`src/rtl/sipo_pkg.sv`:
```
// Shared types and helpers for the sipo_deser serial-in/parallel-out deserializer.
// Optional parity framing is selected with the SIPO_PARITY_EN macro.
package sipo_pkg;

    // Framing state: SHIFT collects data bits, PARITY collects the trailing parity bit.
    typedef enum logic [0:0] {
        SHIFT  = 1'b0,
        PARITY = 1'b1
    } sipo_state_e;

    // Width of the bit counter for a given word width (never narrower than one bit).
    function automatic int sipo_cnt_width(input int w);
        return (w <= 2) ? 1 : $clog2(w);
    endfunction

endpackage

```
`src/rtl/sipo_deser.sv`:
```
// sipo_deser: collects WIDTH serial bits into a word and hands it to a
// single-entry output register with valid/ready handshaking on both sides.
// Define SIPO_PARITY_EN to add a trailing even-parity bit per frame and the
// p_err sideband; without it a frame is exactly WIDTH bits.
//
// Handshake: a transfer happens on a rising edge where valid && ready; the
// producer holds valid and data stable until that edge, and ready never
// depends combinationally on the same interface's valid.
module sipo_deser
    import sipo_pkg::*;
#(
    parameter int WIDTH     = 8,
    parameter bit MSB_FIRST = 1'b1
) (
    input  logic             clk,
    input  logic             reset,
    input  logic             clear,
    input  logic             s_valid,
    input  logic             s_in,
    output logic             s_ready,
    output logic [WIDTH-1:0] p_data,
    output logic             p_valid,
    input  logic             p_ready,
`ifdef SIPO_PARITY_EN
    output logic             p_err,
`endif
    output sipo_state_e      dbg_state
);

    localparam int CW = sipo_cnt_width(WIDTH);

    logic [CW-1:0]    r_bit_cnt;
    logic [WIDTH-1:0] r_shift;
    sipo_state_e      r_state;

    logic             w_slot_free;
    logic             w_last_data;
    logic             w_word_done;
    logic             w_accept;
    logic [WIDTH-1:0] w_next_word;

    assign w_slot_free = !p_valid || p_ready;
    assign w_last_data = (r_bit_cnt == CW'(WIDTH - 1));

`ifdef SIPO_PARITY_EN
    // The parity bit is the one that completes a frame.
    assign w_word_done = (r_state == PARITY);
`else
    // The last data bit completes a frame.
    assign w_word_done = (r_state == SHIFT) && w_last_data;
`endif

    // Stall only the bit that would load a word into an occupied slot; flush cycles accept nothing.
    assign s_ready  = !clear && !(w_word_done && !w_slot_free);
    assign w_accept = s_valid && s_ready;

    assign dbg_state = r_state;

    // Shift register contents after taking s_in, in the configured bit order.
    always_comb begin
        w_next_word = r_shift;
        if (MSB_FIRST) begin
            w_next_word = {r_shift[WIDTH-2:0], s_in};
        end else begin
            w_next_word = {s_in, r_shift[WIDTH-1:1]};
        end
    end

    // Framing FSM with bit counter, shift register and registered output slot.
    always_ff @(posedge clk) begin
        if (!reset) begin
            r_bit_cnt <= '0;
            r_shift   <= '0;
            r_state   <= SHIFT;
            p_data    <= '0;
            p_valid   <= 1'b0;
`ifdef SIPO_PARITY_EN
            p_err     <= 1'b0;
`endif
        end else begin
            // Delivery empties the slot; a load below in the same cycle refills it.
            if (p_valid && p_ready) begin
                p_valid <= 1'b0;
            end

            if (clear) begin
                // Flush the partial frame only; the output slot is left untouched.
                r_bit_cnt <= '0;
                r_shift   <= '0;
                r_state   <= SHIFT;
            end else if (w_accept) begin
                case (r_state)
                    SHIFT: begin
                        r_shift <= w_next_word;
                        if (w_last_data) begin
                            r_bit_cnt <= '0;
`ifdef SIPO_PARITY_EN
                            r_state   <= PARITY;
`else
                            p_data    <= w_next_word;
                            p_valid   <= 1'b1;
`endif
                        end else begin
                            r_bit_cnt <= r_bit_cnt + CW'(1);
                        end
                    end
`ifdef SIPO_PARITY_EN
                    PARITY: begin
                        // Word is complete in r_shift; s_in is the even-parity bit.
                        p_data  <= r_shift;
                        p_err   <= (^r_shift) ^ s_in;
                        p_valid <= 1'b1;
                        r_state <= SHIFT;
                    end
`endif
                    default: begin
                        r_state <= SHIFT;
                    end
                endcase
            end
        end
    end

endmodule
```
`config.mk`:
```
export PLATFORM = sky130hd
export DESIGN_NAME = sipo_deser
export DESIGN_NICKNAME = d
export VERILOG_FILES = /design/src/rtl/sipo_pkg.sv /design/src/rtl/sipo_deser.sv
export SDC_FILE = /design/constraint.sdc
export NUM_CORES = 1
export LEC_CHECK = 0
export CAP_MARGIN = 5
export CORE_ASPECT_RATIO = 0.7
export CORE_MARGIN = 5
export CORE_UTILIZATION = 39
export CTS_BUF_LIST = sky130_fd_sc_hd__clkbuf_8
export DETAILED_ROUTE_END_ITERATION = 10
export DONT_BUFFER_PORTS = 1
export PLACE_DENSITY = 0.53
export SYNTH_ARGS = -nofsm -noshare
export SYNTH_HDL_FRONTEND = slang
export SYNTH_SLANG_ARGS = --single-unit
```
`constraint.sdc`:
```
create_clock -name clk -period 3.45 [get_ports clk]
set_input_delay 0.69 -clock clk [delete_from_list [all_inputs] [get_ports clk]]
set_output_delay 0.69 -clock clk [all_outputs]
set_load 0.005 [all_outputs]
```
Word-level counts from Yosys, hierarchy flattened:

Index checks and enable logic that the tools add are counted.

* reduce and logical (&&, ||, !) cells: 11
* multiplexer cells: 5
* equal/unequal tests: 1
* add/sub/neg operators: 1
* bitwise gates (word level): 2

Operators with widths (count)
* $logic_and A1 B1 Y1: 4
* $logic_not A1 Y1: 4
* $mux W1: 4
* $add A3 B1 Y3 const B: 1
* $eq A3 B3 Y1 const B: 1
* $mux W3: 1
* $reduce_and A3 Y1: 1
* $not A1 Y1: 2
* $reduce_or A2 Y1: 1
* $logic_or A1 B1 Y1: 1

* register bits: 19
* output and inout port bits: 11

Logic depth before layout (Yosys ltp):

Gate-level depths: netlist of run 1.

* depth in word-level cells: 9
* mapped depth: 5
* mapped depth without buffers: 5

Worst setup path before layout of run 1:

No wires, ideal clock.

* kind: input-to-output
* start: input port p_ready
* end: output port s_ready
* stages: 2
* data arrival time: 1.103 ns
* slack: 1.657 ns
* cells stage by stage: and3b_1 > nor2_1

* cells in the longest elaborated chain, start to end: 5

Ends and longest elaborated chain
* start, declared: RTL line sipo_deser.sv:23 `input logic p_ready,`
* $logic_or A1 B1 Y1: RTL line sipo_deser.sv:42 `assign w_slot_free = !p_valid || p_ready;`
* $logic_not A1 Y1: RTL line sipo_deser.sv:54 `assign s_ready = !clear && !(w_word_done && !w_slot_free);`
* $logic_and A1 B1 Y1: RTL line sipo_deser.sv:54
* $logic_not A1 Y1: RTL line sipo_deser.sv:54
* $logic_and A1 B1 Y1: RTL line sipo_deser.sv:54
* end, declared: RTL line sipo_deser.sv:20 `output logic s_ready,`

Every way passes these cells.

Worst setup path after layout of run 1:

* start: register r_bit_cnt[0]
* end: output port s_ready

* cells in the longest elaborated chain, start to end: 4

Ends and longest elaborated chain
* start, declared: RTL line sipo_deser.sv:32 `logic [CW-1:0] r_bit_cnt;`
* start signal, assigned: RTL line sipo_deser.sv:104 `r_bit_cnt <= r_bit_cnt + CW'(1);`
* $eq A3 B3 Y1: RTL line sipo_deser.sv:43 `assign w_last_data = (r_bit_cnt == CW'(WIDTH - 1));`
* $logic_and A1 B1 Y1: RTL line sipo_deser.sv:54
* $logic_not A1 Y1: RTL line sipo_deser.sv:54
* $logic_and A1 B1 Y1: RTL line sipo_deser.sv:54

Every way passes these cells.

==> results of run 1 <==
-- layer usage --
layer	part of all wire [%]	wire [um]	up-vias	track usage [%]
met3	10	136	0	6.452
met2	39	519	15	13.24
met4	0	0	0	2.105
met5	0	0	-	0
li1	-	-	275	-
met1	50	662	240	11.22
-- cell usage in the layout (no fill, tap or decap), types with 2 or more instances in the layout --
cell,Yosys,layout
dfxtp_1,19,19
clkbuf_8,0,3
a21oi_1,2,2
mux2i_1,16,16
ha_1,2,2
nand2_1,26,26
and2b_1,2,2
o21ai_0,2,2
-- stage by stage --
stage / std cells / power, mW / utilization [%] / instance area (sq um)
3_3_place_gp: 101 / 0.2385 / 42.21 / 817.0
3_5_place_dp: 101 / 0.2384 / 42.21 / 817.0
5_1_grt: 105 / 0.3995 / 44.54 / 862.1
6_report: 105 / 0.3839 / 44.54 / 862.1
4_1_cts: 105 / 0.3904 / 44.54 / 862.1
2_1_floorplan: 84 / 0.2412 / - / 824.5
-- worst paths after layout --
| path | startpoint | to |
|---|---|---|
| worst min register to register | r_shift[1] | p_data[2] |
| worst min-delay path | r_shift[1] | p_data[2] |
| worst max register to register | r_bit_cnt[0] | p_data[4] |
| worst max-delay path | r_bit_cnt[0] | s_ready |
-- power by group through the flow --
| stage | clock [mW] | sequential (mW) | combinational, mW |
|---|---|---|---|
| CTS | 0.157 | 0.220 | 0.0130 |
| floorplan | 0 | 0.225 | 0.0159 |
| global placement | 0 | 0.225 | 0.0130 |
| global route | 0.165 | 0.220 | 0.0143 |
| finish | 0.151 | 0.220 | 0.0128 |
| detailed placement | 0 | 0.225 | 0.0130 |
-- cell usage after synthesis --
master and instances:
nand2_1 26, and2b_1 2, o21ai_0 2, nor3b_2 1, buf_2 1, nand2b_1 1
or3_1 1, dfxtp_1 19, nand2b_4 1, a21oi_1 2, mux2i_1 16, buf_4 2
buf_6 1, nor2_1 1, or3b_1 1, clkbuf_1 1, conb_1 1, o21a_1 1
nor2_8 1, and3b_1 1, ha_1 2
-- kinds of logic after synthesis --
| logic type | after synthesis |
|---|---|
| other | 1 |
| buffers and inverters | 5 |
| and+or+nand+nor | 36 |
| muxes | 16 |
| AOI/OAI and AO/OA | 5 |
| DFF | 19 |
| adders and majority gates | 2 |
-- registers in the layout, indices dropped and copies added, names as in the netlist --
signal	count
p_data	8
p_valid	1
r_bit_cnt	3
r_shift	7
-- worst max-delay path, stage by stage, from the launching register on --
cell	delay, ps
dfxtp_1	320
ha_1	200
ha_1	210
and3b_1	280
nor2_1	150
-- cell type report --
| class | instances | area (sq um) |
|---|---|---|
| sequential | 19 | 380.4 |
| clock inverter | 1 | 3.754 |
| fill | 191 | 1074 |
| tap | 22 | 27.53 |
| clock buffer | 3 | 41.29 |
| multi-input combinational | 60 | 409.1 |
==> run metrics, run 1 <==
Via-to-Cell Ratio=roughly 5.0; root buffer cell=clkbuf_8; largest net degree at the start of global routing=20; Leakage=~0.32 nW; max frequency=between 0.4 and 0.5 GHz; Yosys cell types=21; Die W=approximately 65 um; #FFs+latches synth=19; final worst slack=about 1300 ps; final period utilization=approximately three fifths; power per cell area=around 450 nW/um^2; ant diodes=0; Setup TNS=0 ps; CP Capture Type=output pin; Compound-Gate Fraction of Synth Area=under 10%; pre-CTS worst setup slack=around 1500 ps; top fanout value on the critical path=4; Total GRT Usage=a little under a tenth; Max Root-Sink Buffers=2; synth top area cells=dfxtp_1 46%, mux2i_1 19%, nand2_1 12%; Worst EP required=2760 ps; Seq pwr share=between 50% and 60%; DRC violations left=0; post-synthesis mux area share=roughly a fifth; dominant cell type by area after synthesis=dfxtp_1; Sw Share=approximately 20%; hpwl dp=approximately 960 um; Slew headroom=42.98%; main combinational cell family by area after synthesis=simple AND/OR/NAND/NOR gates; yosys warns=0; Area Growth Syn to Fin=4.552%; Post-Synthesis Cells=84; CTS tree=done; CORE AREA=slightly below 2000 sq um; Avg Cell Area, Syn=9.816 sq um; HP Class=register to register; die area=approximately 3100 sq um; GP Congestion=0.6491; post-synthesis xor/xnor area fraction=0%; fraction of the mapped netlist area in adder cells=between 3 and 4%; switching pwr=about 79 uW; internal power=between 300 and 400 uW; global route total overflow=0; initial cell density of the core=a little over two fifths; Via Count=530; Comb power frac=3.3%; Site Rows=13; share of cells above drive strength 1=7.229%; Num Clock Sinks=19; cell depth of the worst flop-to-flop path=4; worst skew pair latency=about 250 ps; H-tree depth=1; status=finished, final reports clean; Num CTS Buffers=3; VDD IR max=roughly 0.26 mV; drt first pass iters=3; first-pass GRT wire length=roughly 2200 um; Worst-path clk slew=approximately 70 ps; Port Buf Inserts=0; Critical Path Source Type=register; IO Pins=17; Routed WL=between 1000 and 1500 um; max_cap viols=0; post-synthesis simple-gate area fraction=between 20% and 30%; Hold Path Depth=2; initial antenna violation count=0; Post-Syn Nets=92; Hold Fails Final Rpt=0; Min Hold Slack=between 400 and 500 ps; # hold bufs at CTS=0; Die Ht=48.47 um; Least-Margin Pin Slew=between 800 and 900 ps; Wirelength per Cell=between 10 and 15 um; post-CTS setup buffers=0; top-area cell type share of the netlist area=between 40% and 50%; Cell Area, Synth=~820 sq um; sequential fraction of the synthesis area=between 40% and 50%; post-layout min period=around 2100 ps; FF-to-FF setup slack=between 1500 and 2000 ps; post-cts repair resize count=0; ANT nets after route=0; Slew Viols, Final=0; Initial DRC Count=33; Clk pwr share=about two fifths; RSZ-0062 raised after global routing=no; Worst Skew=about 1.8 ps; Layout Nets=92; vias in the first global route=~500; final setup violation count=0; Setup Crit Path Kind=register to output pin; CP arrival=1420 ps
(Power assumes the default switching activity.)
==> run 2: changes to the inputs <==
==> constraint.sdc (replaced) <==
create_clock -name clk -period 1.95 [get_ports clk]
set_input_delay 0.39 -clock clk [delete_from_list [all_inputs] [get_ports clk]]
set_output_delay 0.39 -clock clk [all_outputs]
set_load 0.005 [all_outputs]
==> run metrics, run 2 (synthesis results as in run 1) <==
worst skew pair latency=250 ps (about the same); DRC violations left=0 (unchanged); Placement Cell Area=824.5 sq um (+0.92%); CP max stage delay=320 ps (about the same); initial cell density of the core=42.60% (unchanged); Hold Fails Final Rpt=0 (unchanged); FF-to-FF End=r_shift[2]; top fanout value on the critical path=4 (unchanged); CP Capture Type=output pin; ant diodes=0 (unchanged); Die W=64.96 um (unchanged); Critical Path Source Type=register; CP arrival=1400 ps (-20 ps); first-pass GRT wire length=2532 um (+13%); VDD IR max=0.3682 mV (+42%); Setup crit start=r_bit_cnt[0]; final period utilization=91.87%; max_cap viols=0 (unchanged); ANT nets after route=0 (unchanged); drt first pass iters=4 (+1); Routed WL=1395 um (+5.8%); hpwl dp=997.9 um (+4.1%); max frequency=~0.56 GHz; Via Count=530 (unchanged); initial antenna violation count=0 (unchanged); switching pwr=136.5 uW (+73%); cell depth of the worst flop-to-flop path=5 (+1); # hold bufs at CTS=0 (unchanged); Area Growth Syn to Fin=5.463%; die area=3148 sq um (unchanged); reg-to-reg startpoint=r_bit_cnt[0]; commonest non-fill, non-tap cell in the layout=nand2_1; Worst-path clk slew=70 ps (about the same); post-cts repair resize count=0 (unchanged); Die Ht=48.47 um (unchanged); H-tree depth=1 (unchanged); crit path capture=s_ready; Leakage=0.3206 nW (+1.7%); final instance area=869.6 sq um (+0.87%); status=finished, final reports clean; Via-to-Cell Ratio=5.000 (-0.94%); Top Registers=p_data: 8 flops, r_shift: 7 flops, r_bit_cnt: 3 flops; CP most frequent cell=ha_1; Site Rows=13 (unchanged); Port Buf Inserts=0 (unchanged); RSZ-0062 raised after global routing=no; Worst Skew=0.8943 ps (-0.8572 ps); Clk pwr share=38.9% (-0.3 points); root buffer cell=clkbuf_8; largest net degree at the start of global routing=20 (unchanged); Util after Layout=44.93% (+0.39 points); most frequent cells in the layout=26 x nand2_1, 19 x dfxtp_1, 16 x mux2i_1; Worst EP required=1560 ps (-1200 ps); Sw Share=20.20% (-0.40 points); Setup TNS=0 ps (unchanged); Initial DRC Count=22 (-33%); cells along the critical path=ha_1 > ha_1 > and3b_1 > nor2_1; Total GRT Usage=10.43% (+1.2 points); post-layout min period=approximately 1800 ps; share of cells above drive strength 1=8.333% (+1.1 points); GP Congestion=0.8009 (+23%); Setup Crit Path Kind=register to output pin; Slew Viols, Final=0 (unchanged); power per cell area=776.8 nW/um^2 (+74%); global route total overflow=0 (unchanged); HP Class=primary input to register; vias in the first global route=519 (+3.4%); Top reg by flops=p_data; max reg flops=8 (unchanged); IO Pins=17 (unchanged); Seq pwr share=57.7% (+0.3 points); CORE AREA=1936 sq um (unchanged); FF-to-FF setup slack=440 ps (-1270 ps); slowest CP cell=dfxtp_1; internal power=539.0 uW (+77%); Num CTS Buffers=3 (unchanged); CTS tree=done; final setup violation count=0 (unchanged); post-CTS setup buffers=0 (unchanged); Num Clock Sinks=19 (unchanged); Comb power frac=3.4% (about the same); Wirelength per Cell=13.16 um (+4.8%); Max Root-Sink Buffers=2 (unchanged); Layout Nets=93 (+1.1%)
[run 2: cell types whose count changed in the layout (fill, tap and decap cells not counted)]
| cell | previous run | this run |
|---|---|---|
| buf_4 | 0 | 1 |
[run 2: how the worst min path moves through the flow]
| stage | from | to | slack, ps | cells after the start |
|---|---|---|---|---|
| global route | reset | p_valid | 250 | 1 |
| detailed placement | r_shift[0] | p_data[1] | 450 | 2 |
| floorplan | r_shift[6] | r_shift[6] | 430 | 2 |
| CTS | reset | p_valid | 250 | 1 |
| finish | reset | p_valid | 260 | 1 |
| global placement | r_shift[6] | r_shift[6] | 450 | 2 |
[run 2: stage by stage]
step                cells  worst slack [ps]  total power [mW]  hold slack [ps]
floorplan              84             503.7            0.4268            435.0
global placement      102             446.1            0.4217            450.4
detailed placement    102             418.8            0.4221            453.2
CTS                   106             135.1            0.6858            252.4
global route          106             66.75            0.7096            250.9
finish                106             158.6            0.6755            261.2
[run 2: routing by layer]
layer	wire length, um	track usage [%]
met1	685	14.23
met2	589	13.24
met3	111	6.452
met4	8	3.158
met5	0	0
[run 2: layout make-up]
class	count	area, sq um
sequential	19	380.4
clock buffer	3	41.29
fill	189	1066
multi-input combinational	60	409.1
timing repair buffer	1	7.507
clock inverter	1	3.754
tap	22	27.53
[run 2: critical path, delay by kind of cell, from the launching register on]
family | cells | cell delay [ps]
fa+ha+maj | 2 | 410
flops | 1 | 320
simple gates | 2 | 430
[run 2: power by group through the flow]
stage | combinational, mW | clock (mW) | sequential (mW)
6_report | 0.0230 | 0.263 | 0.390
5_1_grt | 0.0251 | 0.295 | 0.390
4_1_cts | 0.0234 | 0.273 | 0.390
3_5_place_dp | 0.0233 | 0 | 0.399
3_3_place_gp | 0.0229 | 0 | 0.399
2_1_floorplan | 0.0281 | 0 | 0.399
==> run 3: changes to the inputs <==
--- a/config.mk
+++ b/config.mk
@@ -7,7 +7,7 @@
 export LEC_CHECK = 0
 export CAP_MARGIN = 5
 export CORE_ASPECT_RATIO = 0.7
-export CORE_MARGIN = 5
+export CORE_MARGIN = 2
 export CORE_UTILIZATION = 39
 export CTS_BUF_LIST = sky130_fd_sc_hd__clkbuf_8
 export DETAILED_ROUTE_END_ITERATION = 10
==> run metrics, run 3 (synthesis results as in run 1) <==
Worst EP required=1560 ps (about the same); Die Ht=42.47 um (-12%); Die W=58.96 um (-9.2%); Routed WL=1316 um (-5.7%); vias in the first global route=490 (-5.6%); root buffer cell=clkbuf_8; Setup Crit Path Kind=register to output pin; ant diodes=0 (unchanged); final setup violation count=0 (unchanged); Top reg by flops=p_data; Non-Filler Instances=106 (unchanged); Via Count=510 (-3.8%); post-cts repair resize count=0 (unchanged); die area=2504 sq um (-20%); RSZ-0062 raised after global routing=no; Placed Cells incl. Taps=102 (unchanged); Sw Share=19.95% (-0.25 points); internal power=539.1 uW (about the same); Via-to-Cell Ratio=4.811 (-3.8%); Num Clock Sinks=19 (unchanged); CP Capture Type=output pin; Hold Fails Final Rpt=0 (unchanged); max frequency=0.5564 GHz (-0.32%); Worst-path clk slew=70 ps (about the same); GP Congestion=0.6827 (-15%); # hold bufs at CTS=0 (unchanged); HP Class=primary input to register; Clk pwr share=38.7% (-0.2 points); Min Hold Slack=255.3 ps (-5.941 ps); Leakage=0.3206 nW (unchanged); share of cells above drive strength 1=8.333% (unchanged); DRC violations left=3 (+3); Top Registers=p_data: 8 flops, r_shift: 7 flops, r_bit_cnt: 3 flops; Hold Path Depth=1 (unchanged); failing checks=DRC; Seq pwr share=57.9% (+0.2 points); Site Rows=13 (unchanged); initial antenna violation count=0 (unchanged); most frequent cells in the layout=26 x nand2_1, 19 x dfxtp_1, 16 x mux2i_1; Port Buf Inserts=0 (unchanged); status=complete, but fails checks; max_cap viols=0 (unchanged); CP arrival=1410 ps (about the same); Initial DRC Count=19 (-14%); largest net degree at the start of global routing=20 (unchanged); Worst Skew=0.7553 ps (-0.1390 ps); worst skew pair latency=250 ps (about the same); H-tree depth=1 (unchanged); power per cell area=774.5 nW/um^2 (-0.30%); switching pwr=134.4 uW (-1.6%); Layout Nets=93 (unchanged); CORE AREA=1919 sq um (-0.84%); initial cell density of the core=42.96% (+0.36 points); hpwl dp=947.7 um (-5.0%); Area Growth Syn to Fin=5.463% (unchanged); cell depth of the worst flop-to-flop path=5 (unchanged); max reg flops=8 (unchanged); commonest non-fill, non-tap cell in the layout=nand2_1; Total GRT Usage=12.56% (+2.1 points); IO Pins=17 (unchanged); global route total overflow=0 (unchanged); CTS tree=done; Comb power frac=3.4% (about the same); Max Root-Sink Buffers=2 (unchanged); post-layout min period=1797 ps (+5.764 ps); top fanout value on the critical path=4 (unchanged); Wirelength per Cell=12.42 um (-5.7%); first-pass GRT wire length=2270 um (-10%); Num CTS Buffers=3 (unchanged); final period utilization=92.16% (+0.30 points); ANT nets after route=0 (unchanged); drt first pass iters=7 (+3); FF-to-FF setup slack=430 ps (about the same); Critical Path Source Type=register; post-CTS setup buffers=0 (unchanged); Slew Viols, Final=0 (unchanged); VDD IR max=0.4739 mV (+29%); Setup TNS=0 ps (unchanged)
-- run 3: per-stage QoR --
step	total power [mW]	cell area [sq um]	setup slack, ps	util (%)
final	0.6735	869.6	152.8	45.31
after CTS	0.6831	869.6	142.2	45.31
after global placement	0.4218	824.5	460.8	42.96
after floorplan	0.4268	824.5	503.7	-
after global routing	0.7048	869.6	75.21	45.31
after detailed placement	0.4216	824.5	424.5	42.96
-- run 3: power groups by stage --
stage | Combinational [mW] | Sequential [mW] | Clock [mW]
2_1_floorplan | 0.0281 | 0.399 | 0
3_3_place_gp | 0.0229 | 0.399 | 0
3_5_place_dp | 0.0227 | 0.399 | 0
4_1_cts | 0.0228 | 0.390 | 0.270
5_1_grt | 0.0250 | 0.390 | 0.290
6_report | 0.0227 | 0.390 | 0.261
-- run 3: cell type report --
| type | instances | area, sq um |
|---|---|---|
| Timing Repair Buffer | 1 | 7.507 |
| Clock buffer | 3 | 41.29 |
| Clock inverter | 1 | 3.754 |
| Tap cell | 22 | 27.53 |
| Multi-Input combinational cell | 60 | 409.1 |
| Sequential cell | 19 | 380.4 |
| Fill cell | 193 | 1050 |
-- run 3: layer usage --
layer | wire [um] | vias up | GRT usage [%] | share of wire [%]
li1 | - | 278 | - | -
met5 | 0 | - | 0 | 0
met2 | 490 | 13 | 15.33 | 37
met4 | 0 | 0 | 4.091 | 0
met1 | 724 | 219 | 18.05 | 55
met3 | 102 | 0 | 7.099 | 7.8
-- run 3: path summary, 6_finish.rpt --
kind,start,endpoint
worst max-delay path,r_bit_cnt[0],s_ready
worst min-delay path,reset,p_valid
worst max register to register,r_bit_cnt[0],r_shift[3]
worst min register to register,r_shift[2],p_data[3]
-- run 3: worst max-delay path, stage by stage (launching register included) --
cell	delay, ps
dfxtp_1	330
ha_1	190
ha_1	210
and3b_1	280
nor2_1	150
